**src/rtl/alu_share_pkg.sv**
```systemverilog
// Shared types and widths for the ALU-sharing sequencer and its arbiter.
package alu_share_pkg;

  typedef enum logic [1:0] {
    IDLE = 2'd0,
    WAIT = 2'd1,
    RESP = 2'd2
  } state_t;

  localparam int OP_W  = 3;
  localparam int CNT_W = 16;

endpackage

```
**src/rtl/alu_share_ctrl_rr_arbiter.sv**
```systemverilog
// Combinational round-robin arbiter: one-hot grant to the first requester at or above ptr, wrapping to 0.
module rr_arbiter
  import alu_share_pkg::*;
#(
  parameter int NREQ = 4,
  parameter int PW   = (NREQ > 1) ? $clog2(NREQ) : 1
) (
  input  logic [NREQ-1:0] req,
  input  logic [PW-1:0]   ptr,
  output logic [NREQ-1:0] gnt
);

  logic [NREQ-1:0] mask;
  logic [NREQ-1:0] masked;
  logic [NREQ-1:0] pick;

  // Prefer requests at or above ptr; fall back to the full set to wrap, then isolate the lowest set bit.
  always_comb begin
    mask   = {NREQ{1'b1}} << ptr;
    masked = req & mask;
    pick   = (masked != '0) ? masked : req;
    gnt    = pick & (-pick);
  end

endmodule

```
**src/rtl/alu_share_ctrl.sv**
```systemverilog
// Shares one add/sub ALU among NREQ requesters: round-robin accept, wait LAT cycles, return a one-cycle response.
// Optional per-requester grant counters are built when ALU_SHARE_STATS_EN is defined.
module alu_share_ctrl
  import alu_share_pkg::*;
#(
  parameter int NREQ = 4,
  parameter int W    = 8,
  parameter int LAT  = 1
) (
  input  logic                   clk,
  input  logic                   rst,
  input  logic [NREQ-1:0]        req_valid,
  output logic [NREQ-1:0]        req_ready,
  input  logic [NREQ*W-1:0]      req_a,
  input  logic [NREQ*W-1:0]      req_b,
  input  logic [NREQ*OP_W-1:0]   req_op,
  output logic [2*W-1:0]         alu_ab,
  output logic [OP_W-1:0]        alu_op,
  input  logic [W-1:0]           alu_res,
  output logic [NREQ-1:0]        rsp_valid,
  output logic [W-1:0]           rsp_data,
  output logic                   busy
`ifdef ALU_SHARE_STATS_EN
  ,
  output logic [NREQ*CNT_W-1:0]  grant_cnt
`endif
);

  localparam int PW = (NREQ > 1) ? $clog2(NREQ) : 1;
  localparam int CW = 4;

  state_t          state;
  state_t          state_nxt;
  logic [PW-1:0]   ptr;
  logic [PW-1:0]   gsel;
  logic [PW-1:0]   gidx_nxt;
  logic [CW-1:0]   cnt;
  logic [NREQ-1:0] gnt;
  logic            xfer;
  logic [W-1:0]    a_sel;
  logic [W-1:0]    b_sel;
  logic [OP_W-1:0] op_sel;

  rr_arbiter #(
    .NREQ (NREQ),
    .PW   (PW)
  ) u_arb (
    .req (req_valid),
    .ptr (ptr),
    .gnt (gnt)
  );

  always_comb begin
    gidx_nxt = '0;
    for (int i = 0; i < NREQ; i++) begin
      if (gnt[i]) gidx_nxt = PW'(i);
    end
  end

  assign a_sel  = req_a[gidx_nxt*W +: W];
  assign b_sel  = req_b[gidx_nxt*W +: W];
  assign op_sel = req_op[gidx_nxt*OP_W +: OP_W];
  assign xfer   = |(req_valid & req_ready);

  // Grants are offered only from IDLE and never while reset is held.
  always_comb begin
    state_nxt = state;
    req_ready = '0;
    busy      = 1'b1;
    case (state)
      IDLE: begin
        busy      = 1'b0;
        req_ready = rst ? gnt : '0;
        if (xfer) state_nxt = WAIT;
      end
      WAIT: begin
        if (cnt == CW'(1)) state_nxt = RESP;
      end
      RESP: begin
        state_nxt = IDLE;
      end
      default: begin
        state_nxt = IDLE;
      end
    endcase
  end

  always_ff @(posedge clk or negedge rst) begin
    if (!rst) begin
      state     <= IDLE;
      ptr       <= '0;
      gsel      <= '0;
      cnt       <= '0;
      alu_ab    <= '0;
      alu_op    <= '0;
      rsp_valid <= '0;
      rsp_data  <= '0;
    end else begin
      state     <= state_nxt;
      rsp_valid <= '0;
      case (state)
        IDLE: begin
          if (xfer) begin
            alu_ab <= {b_sel, a_sel};
            alu_op <= op_sel;
            gsel   <= gidx_nxt;
            cnt    <= CW'(LAT);
          end
        end
        WAIT: begin
          cnt <= cnt - CW'(1);
          if (cnt == CW'(1)) begin
            rsp_data  <= alu_res;
            rsp_valid <= NREQ'(1) << gsel;
          end
        end
        RESP: begin
          ptr <= (gsel == PW'(NREQ - 1)) ? '0 : gsel + PW'(1);
        end
        default: begin
        end
      endcase
    end
  end

`ifdef ALU_SHARE_STATS_EN
  // Each requester's counter sticks at all-ones rather than wrapping.
  always_ff @(posedge clk or negedge rst) begin
    if (!rst) begin
      grant_cnt <= '0;
    end else if (xfer && (grant_cnt[gidx_nxt*CNT_W +: CNT_W] != {CNT_W{1'b1}})) begin
      grant_cnt[gidx_nxt*CNT_W +: CNT_W] <= grant_cnt[gidx_nxt*CNT_W +: CNT_W] + CNT_W'(1);
    end
  end
`endif

endmodule

```
**config.mk**
```make
export PLATFORM = sky130hd
export DESIGN_NAME = alu_share_ctrl
export DESIGN_NICKNAME = d
export VERILOG_FILES = /design/src/rtl/alu_share_pkg.sv /design/src/rtl/alu_share_ctrl_rr_arbiter.sv /design/src/rtl/alu_share_ctrl.sv
export SDC_FILE = /design/constraint.sdc
export NUM_CORES = 1
export LEC_CHECK = 0
export CAP_MARGIN = 20
export CORE_ASPECT_RATIO = 1.2
export CORE_UTILIZATION = 43
export DETAILED_ROUTE_END_ITERATION = 16
export GPL_TIMING_DRIVEN = 0
export HOLD_SLACK_MARGIN = 0.12
export PLACE_DENSITY = 0.87
export SLEW_MARGIN = 0
export SYNTH_ARGS = -nofsm -noshare
export SYNTH_HDL_FRONTEND = slang
export SYNTH_HIERARCHICAL = 1
export SYNTH_SLANG_ARGS = --single-unit
```
**constraint.sdc**
```tcl
create_clock -name clk -period 5 [get_ports clk]
set_clock_uncertainty 0.05 [all_clocks]
set_input_delay 1.5 -clock clk [delete_from_list [all_inputs] [get_ports clk]]
set_output_delay 1.5 -clock clk [all_outputs]
set_load 0.005 [all_outputs]
```
After elaboration in Yosys (flattened, before gate mapping). Index checks and enable logic that the tools add are counted. W data, S select, Z words.

Bits in registers: 41. Bits of input ports: 90. Output and inout port bits: 36.

$add $sub $neg: 3. Multipliers: 1. Eq/ne operators: 6. Shifts and indexed selects: 5. Muxes and demuxes: 15. Bitwise gates (word level): 3. Reductions and logical operators: 8.

Operator list (count): $shiftx A32 B6 Y8 (2); $mux W4 (6); $and A4 B4 Y4 (3); $shiftx A12 B5 Y3 (1); $mux W2 (5); $pmux W4 S2 (1); $reduce_and A2 Y1 (4); $eq A2 B2 Y1 const B (2); $eq A4 B1 Y1 const B (1); $mul A2 B2 Y4 const B (1); $ne A2 B2 Y1 const B (2); $neg A4 Y4 (1); $pmux W2 S2 (1); $reduce_bool A4 Y1 (1); $reduce_or A4 Y1 (1); $shl A1 B2 Y4 const A (1); $shl A4 B2 Y4 const A (1); $sub A4 B1 Y4 const B (1); $add A2 B1 Y2 const B (1); $eq A2 B1 Y1 const B (1); $logic_not A2 Y1 (1); $mux W1 (2); $reduce_bool A2 Y1 (1).

Logic depth before layout (Yosys ltp). Gate-level depths: netlist (run 1).

Depth after elaboration: 12. Mapped depth: 8. Depth with buffers taken out: 6.

Hierarchy. The synthesis (run 1) kept the hierarchy.

By module, submodules not included: alu_share_ctrl (instances 1, cells an instance 188, area each 2249.7 µm²); rr_arbiter (instances 1, cells an instance 16, area each 107.6 µm²).

Least setup slack after synthesis (run 1). Ideal clock, no wire load.

Path type: in2out. Start: input req_valid[0]. End: output req_ready[3]. Arrival time: 2.343 ns. Data required time: 3.450 ns. Setup slack: 1.107 ns. Stages: 4. Path buffers: 1. Cells stage by stage: a21oi_1 > o221a_1 > clkbuf_1 > and2_2.

Cells in the longest elaborated chain, start to end: 7.

Ends and longest elaborated chain: from (decl) (RTL line alu_share_ctrl.sv:12) `input logic [NREQ-1:0] req_valid,`; $and A4 B4 Y4 (RTL line alu_share_ctrl_rr_arbiter.sv:20) `masked = req & mask;`; $reduce_bool A4 Y1 (RTL line alu_share_ctrl_rr_arbiter.sv:21) `pick = (masked != '0) ? masked : req;`; $mux W4 * (RTL line alu_share_ctrl_rr_arbiter.sv:21); $neg A4 Y4 (RTL line alu_share_ctrl_rr_arbiter.sv:22) `gnt = pick & (-pick);`; $and A4 B4 Y4 * (RTL line alu_share_ctrl_rr_arbiter.sv:22); via gnt[3] (RTL line alu_share_ctrl.sv:38) `logic [NREQ-1:0] gnt;`; $mux W4 * (RTL line alu_share_ctrl.sv:73) `req_ready = rst ? gnt : '0;`; $mux W4 * (RTL line alu_share_ctrl.sv:70) `case (state)`; to (decl) (RTL line alu_share_ctrl.sv:13) `output logic [NREQ-1:0] req_ready,`.

The timed path passes the listed nets; every way through them passes the cells marked *.

Worst setup path after layout (run 1).
Start: input req_valid[3]. End: output req_ready[1].

Cells in the longest elaborated chain, start to end: 7.

Ends and longest elaborated chain (RTL line): $and A4 B4 Y4 * (alu_share_ctrl_rr_arbiter.sv:20); $reduce_bool A4 Y1 * (alu_share_ctrl_rr_arbiter.sv:21); $mux W4 * (alu_share_ctrl_rr_arbiter.sv:21); $neg A4 Y4 (alu_share_ctrl_rr_arbiter.sv:22); $and A4 B4 Y4 * (alu_share_ctrl_rr_arbiter.sv:22); via gnt[1] (alu_share_ctrl.sv:38); $mux W4 * (alu_share_ctrl.sv:73); $mux W4 * (alu_share_ctrl.sv:70).

Marked as above.

==> results of run 1 <==
[registers in the layout, summed over array words and instances, names as in the netlist]
name and flops:
rsp_valid 4, state 2, cnt 4, ptr 2, rsp_data 8, alu_op 3
gsel 2, alu_ab 16
[repair_timing]
action | 4_1_cts | 5_1_grt
pin swaps | 0 | 0
buffers inserted | 1 | 0
gates resized for setup | 2 | 3
setup endpoints to repair | 1 | 1
gates cloned | 0 | 0
[cells by family (layout without fill, tap and decap cells)]
family          after synthesis  in the layout  share of synthesized area, %
compound gates               39             39                          14.4
xor+xnor                      1              1                         0.372
fa+ha+maj                     6              6                          3.18
buf+inv                      38            173                          8.12
flops                        41             41                          43.5
mux                          49             49                          22.3
simple gates                 30             30                          8.12
[area by class of cell]
type                       instances  share of cell area, %
buffer                            12                   2.61
multi-input combinational        125                   29.8
inverter                          26                   2.55
sequential                        41                   26.8
clock inverter                     3                   1.21
clock buffer                       5                   1.80
tap                               62                   2.03
timing repair buffer             127                   33.3
[power groups by stage]
stage / registers, mW / logic [mW] / clock network, mW
finish: 0.593 / 0.921 / 0.274
global route: 0.611 / 1.00 / 0.292
CTS: 0.592 / 0.925 / 0.279
detailed placement: 0.595 / 0.916 / 0
global placement: 0.589 / 0.895 / 0
floorplan: 0.589 / 0.457 / 0
[cell usage after synthesis (all sizes together) (2+ instances only)]
cell | number | share of area, %
a21oi | 3 | 0.64
ha | 6 | 3.2
buf | 8 | 3.3
nand2 | 5 | 0.80
a222oi | 19 | 8.1
mux2i | 21 | 8.9
or3 | 2 | 0.53
and2 | 6 | 1.8
and3 | 4 | 1.1
o21ai | 2 | 0.42
o22ai | 3 | 0.80
nor2 | 3 | 0.48
a22oi | 2 | 0.64
dfrtp | 41 | 44
nor2b | 3 | 1.0
nor3b | 2 | 1.1
clkbuf | 4 | 0.64
mux2 | 28 | 13
inv | 26 | 4.1
o21a | 2 | 0.64
[per-layer routing]
layer  part of all wire, %  up-vias
li1                      -     1022
met1                    39     1057
met2                    52       99
met3                   4.9       19
met4                   4.3        0
met5                     0        -
[path summary, 6_finish.rpt]
| check | end | cells past startpoint |
|---|---|---|
| setup / recovery | req_ready[1] | 6 |
| hold / removal | rsp_data[7] | 1 |
| setup reg to reg | alu_ab[8] | 6 |
| hold reg to reg | rsp_data[7] | 1 |
| max in group asynchronous | state[1] | 2 |
| min in group asynchronous | alu_ab[2] | 1 |
==> metrics.md, run 1 <==
| Metric | Value |
|---|---|
| Outcome | completed |
| Via Count | 2,197 |
| Family with the most delay on the worst path | buffers and inverters |
| Number of global-route vias before repair | 2,231 |
| Clk_lat worst skew | 0.30 ns |
| Leakage | 1.65 nW |
| PnR worst setup slack | 0.0776 ns |
| Global-route wire length before repair | 10.7 mm |
| Initial antenna violation count | 0 |
| Residual DRC count | 0 |
| Vias/cell | 5.48 |
| CP Max Fanout | 10 |
| Post-Syn Area per Cell | 11.6 µm² |
| Root Buffer | clkbuf_8 |
| PortBufs | 125 |
| Hold path start | rsp_data[7] |
| Cell Pwr Density | 467 nW/µm² |
| Worst Path Required | 3.45 ns |
| Max IR drop VDD | 0.000267 V |
| Most Crowded Layer GR | met2 |
| CTS H-tree depth | 2 |
| Die Width | 69.6 µm |
| Max Clock Freq | 0.203 GHz |
| Clk slew on worst S/H paths | 0.08 ns |
| Min Hold Slack | 0.443 ns |
| Finished Layout Cells | 401 |
| Sequential share of the synthesized area | 43.5% |
| Slew margin rel. | 65.4% |
| Max Transition Viols Final | 0 |
| CTS tree | yes |
| Critical path class | in2out |
| Mapped Cells | 204 |
| Tmin final | 4.92 ns |
| Most frequent cells in the layout | clkdlybuf4s50_1 (124), dfrtp_1 (41), inv_1 (25) |
| Crit path buf inv count | 3 |
| Largest net degree at the start of global routing | 40 |
| Max-Cap Viols | 0 |
| I/O pins | 126 |
| Placed Cells | 392 |
| RSZ-0062 raised after global routing | no |
| Met2 Use GR | 38.7% |
| Die area | 5780 µm² |
| Post-Syn Area | 2360 µm² |
| Switching share of total power | 34.2% |
| Post-detail-place hpwl | 5.00 mm |
| CP endpoint kind | output pin |
| Clock share of power | 15.3% |
| R2r startpoint | ptr[1] |
| Final #Nets | 434 |
| CTS Sinks | 41 |
| Final hold violation count | 0 |
| RD Place Congestion | 0.783 |
| WL/cell | 16.3 µm |
| Area of the core | 5300 µm² |
| Die span in y | 83.1 µm |
| # diodes | 0 |
| DRT iter0 DRCs | 131 |
| Crit. Startpoint | req_valid[3] |
| Initial Util | 44.5% |
| Antenna Nets Post-Route | 0 |
| Layout cells sized above 1 | 14.2% |
| CP most frequent cell | clkdlybuf4s50_1 |
| Part of the cycle the worst path needs | 98.4% |
| Syn nets | 300 |
| Most common cell after layout, fill and taps aside | clkdlybuf4s50_1 |
| Reg2Reg Setup Slack | 2.76 ns |
| Setup TNS Final | 0 ns |
| Dpl ws | -0.212 ns |
| Part of the power in combinational logic | 51.5% |
| Tightest Hold Check Type | reg2reg |
| Arr. time, crit path | 3.37 ns |
| Worst Setup Start Kind | input pin |
| Main synth FF type | dfrtp_1 |
| Yosys reg bits | 41 |
| CTS Buffer Depth | 2 |
| Synth unique cells | 41 |
| Hold-fix buffers, CTS | 0 |
| Core Rows | 29 |
| M1 GR Usage | 28.6% |
| Pwr Total | 1.79 mW |
| GRT Residual Overflow | 0 |
| Register share of total power | 33.2% |
| Worst-margin pin slew | 0.518 ns |
| Filler cells | 391 |
| Final setup fails | 0 |
| Syn-to-layout area delta | 62.5% |
| Final non-filler cell area | 3830 µm² |
| Synth warn | 6 |
| Area of the multi-input gates | 1140 µm² |
| Final core occ | 72.3% |
| EDFF count, synth | 0 |
| Internal Power | 1.18 mW |
| Final wirelength | 6.54 mm |
| All-Layer GR Usage | 23.4% |
| Met3 GRT Util | 3.88% |
| FFs w/ async S/R, synth | 100% |
| TritonRoute pass-1 iters | 7 |
| Register Area | 1030 µm² |
| Slowest CP cell | clkdlybuf4s50_1 |
| CP max stage delay | 0.52 ns |
| Cell Chain, Critical Path | clkdlybuf4s50_1 > o21ai_1 > o211a_1 > buf_4 > and2_2 > clkdlybuf4s50_1 |
| Post-DP Area | 3700 µm² |
| Total CTS buffers | 5 |
| Switching power | 0.613 mW |
Note: power is estimated with default switching activity, not from simulation.
==> inputs of run 2 (changes only) <==
CORE_UTILIZATION = 44   (was 43)
CTS_BUF_LIST = sky130_fd_sc_hd__clkbuf_8   (was default)
PLACE_DENSITY = 0.89   (was 0.87)
==> run 2 against run 1 <==
Effect of this change:
- largest power group unchanged
- critical endpoint unchanged
- fmax about the same
- highest routed layer unchanged
- cell count decreased by 0.50%
- sequential power about the same
- total power increased by 1.3%
- count of clock-buffer cells in the layout grew 1
==> metrics.md, run 2 (synthesized netlist as in run 1, its figures left out) <==
| Metric | Value |
|---|---|
| Outcome | completed (unchanged) |
| PnR worst setup slack | 0.0824 ns (was 0.0776 ns) |
| Max IR drop VDD | 0.000232 V (was 0.000267 V) |
| Placed Cells | 390 (was 392) |
| Die Width | 68.8 µm (was 69.6 µm) |
| Min-Delay Endpoint | rsp_data[6] (was rsp_data[7]) |
| Root Buffer | clkbuf_8 (unchanged) |
| Vias/cell | 5.54 (was 5.48) |
| Critical path class | in2out (unchanged) |
| RD Place Congestion | 0.813 (was 0.783) |
| Hold Path Depth | 1 (unchanged) |
| All-Layer GR Usage | 25.9% (was 23.4%) |
| Tightest Hold Check Type | reg2reg (unchanged) |
| Leakage | 1.66 nW (was 1.65 nW) |
| Max Clock Freq | 0.203 GHz (about the same) |
| CTS tree | yes (unchanged) |
| Part of the cycle the worst path needs | 98.4% (about the same) |
| Hold-fix buffers, CTS | 0 (unchanged) |
| Max-Cap Viols | 0 (unchanged) |
| Core Rows | 28 (was 29) |
| Post-detail-place hpwl | 5.37 mm (was 5.00 mm) |
| Reg2reg end | alu_ab[10] (was alu_ab[8]) |
| Final setup fails | 0 (unchanged) |
| RSZ-0062 raised after global routing | no (unchanged) |
| Syn-to-layout area delta | 62.9% (was 62.5%) |
| Tmin final | 4.92 ns (about the same) |
| R2R cell count | 9 (was 6) |
| Worst-margin pin slew | 0.568 ns (was 0.518 ns) |
| Dpl ws | -0.269 ns (was -0.212 ns) |
| Clk slew on worst S/H paths | 0.08 ns (about the same) |
| I/O pins | 126 (unchanged) |
| Layout cells sized above 1 | 14.2% (unchanged) |
| Final hold violation count | 0 (unchanged) |
| Final core occ | 76.1% (was 72.3%) |
| Via Count | 2,211 (was 2,197) |
| # diodes | 0 (unchanged) |
| R2r startpoint | ptr[1] (unchanged) |
| DRT iter0 DRCs | 187 (was 131) |
| CTS Sinks | 41 (unchanged) |
| Max Transition Viols Final | 0 (unchanged) |
| CTS H-tree depth | 2 (unchanged) |
| Worst Setup Start Kind | input pin (unchanged) |
| Worst Path Required | 3.45 ns (about the same) |
| Slew margin rel. | 62.1% (was 65.4%) |
| Regs by FF count | alu_ab: 16 flops, rsp_data: 8 flops (unchanged) |
| GRT Residual Overflow | 0 (unchanged) |
| WL/cell | 17.5 µm (was 16.3 µm) |
| Antenna Nets Post-Route | 0 (unchanged) |
| Finished Layout Cells | 399 (was 401) |
| Final wirelength | 6.99 mm (was 6.54 mm) |
| Cell Pwr Density | 472 nW/µm² (was 467 nW/µm²) |
| Top reg by flops | alu_ab (unchanged) |
| Area of the core | 5040 µm² (was 5300 µm²) |
| Most common cell after layout, fill and taps aside | clkdlybuf4s50_1 (unchanged) |
| Residual DRC count | 0 (unchanged) |
| Reg2Reg Setup Slack | 2.74 ns (was 2.76 ns) |
| CTS Buffer Depth | 2 (unchanged) |
| Largest net degree at the start of global routing | 24 (was 40) |
| Arr. time, crit path | 3.37 ns (about the same) |
| Most frequent cells in the layout | clkdlybuf4s50_1 (124), dfrtp_1 (41), inv_1 (25) (unchanged) |
| Clk_lat worst skew | 0.30 ns (about the same) |
| Global-route wire length before repair | 10.6 mm (was 10.7 mm) |
| Hold path start | rsp_data[6] (was rsp_data[7]) |
| Crit. Startpoint | req_valid[2] (was req_valid[3]) |
| Number of global-route vias before repair | 2,182 (was 2,231) |
| Die span in y | 82.2 µm (was 83.1 µm) |
| Max reg flops | 16 (unchanged) |
| PortBufs | 125 (unchanged) |
| Initial antenna violation count | 0 (unchanged) |
| CP Max Fanout | 10 (unchanged) |
| Total CTS buffers | 5 (unchanged) |
| TritonRoute pass-1 iters | 8 (was 7) |
| Final #Nets | 434 (unchanged) |
| CP endpoint kind | output pin (unchanged) |
| Die area | 5660 µm² (was 5780 µm²) |
| Initial Util | 46.7% (was 44.5%) |
| Pwr Total | 1.81 mW (was 1.79 mW) |
-- run 2: changes by cell type in the layout (fill, tap and decap cells not counted) --
cell      change
buf_12        -1
buf_16        +1
buf_4         -1
clkbuf_4      +1
clkbuf_8      +1
clkinv_4      -1
o21ai_0       +1
o21ai_1       -1
-- run 2: worst max path at each step --
stage	to	cells past startpoint
after global placement	req_ready[3]	4
after CTS	req_ready[1]	6
after floorplan	req_ready[3]	4
after global routing	req_ready[1]	6
final	req_ready[1]	6
after detailed placement	req_ready[3]	6
-- run 2: stage by stage --
step | TNS, ns | area, µm² | hold slack, ns
after detailed placement | -0.269 | 3710 | 0.424
final | 0 | 3840 | 0.442
after global routing | 0 | 3840 | 0.468
after floorplan | 0 | 2360 | 0.433
after global placement | -4.32 | 3680 | 0.419
after CTS | 0 | 3840 | 0.443
-- run 2: area by class of cell --
class	instances	area (µm²)
Multi-Input combinational cell	125	1140
Timing Repair Buffer	127	1280
Fill cell	355	1200
Inverter	26	97.6
Sequential cell	41	1030
Clock buffer	6	82.6
Clock inverter	2	37.5
Tap cell	60	75.1
Buffer	12	100
-- run 2: metal layers --
metal | GRT usage (%) | share of wire [%]
met1 | 31.1 | 38
met2 | 46.1 | 54
met3 | 4.81 | 5.7
met4 | 7.76 | 2.1
met5 | 0 | 0
-- run 2: power breakdown --
group / switching, mW / internal [mW] / total [mW] / leakage (nW)
registers: 0.107 / 0.485 / 0.592 / 0.500
clock network: 0.122 / 0.162 / 0.285 / 0.0574
logic: 0.392 / 0.544 / 0.936 / 1.10
total: 0.621 / 1.19 / 1.81 / 1.66
-- run 2: what timing repair did --
item	CTS	global route
hold endpoints to repair	0	0
endpoints found under the setup margin	1	1
buffers inserted	1	0
gates resized for setup	2	1
-- run 2: worst max-delay path, stage by stage --
cell	delay, ns
clkdlybuf4s50_1	0.53
a21oi_1	0.21
o211a_1	0.21
clkbuf_4	0.25
and2_2	0.17
clkdlybuf4s50_1	0.49
==> inputs of run 3 (changes only) <==
SLEW_MARGIN = 25   (was 0)
==> results of run 3 <==
The final DEF is identical to that of run 2; final timing and power are the same.
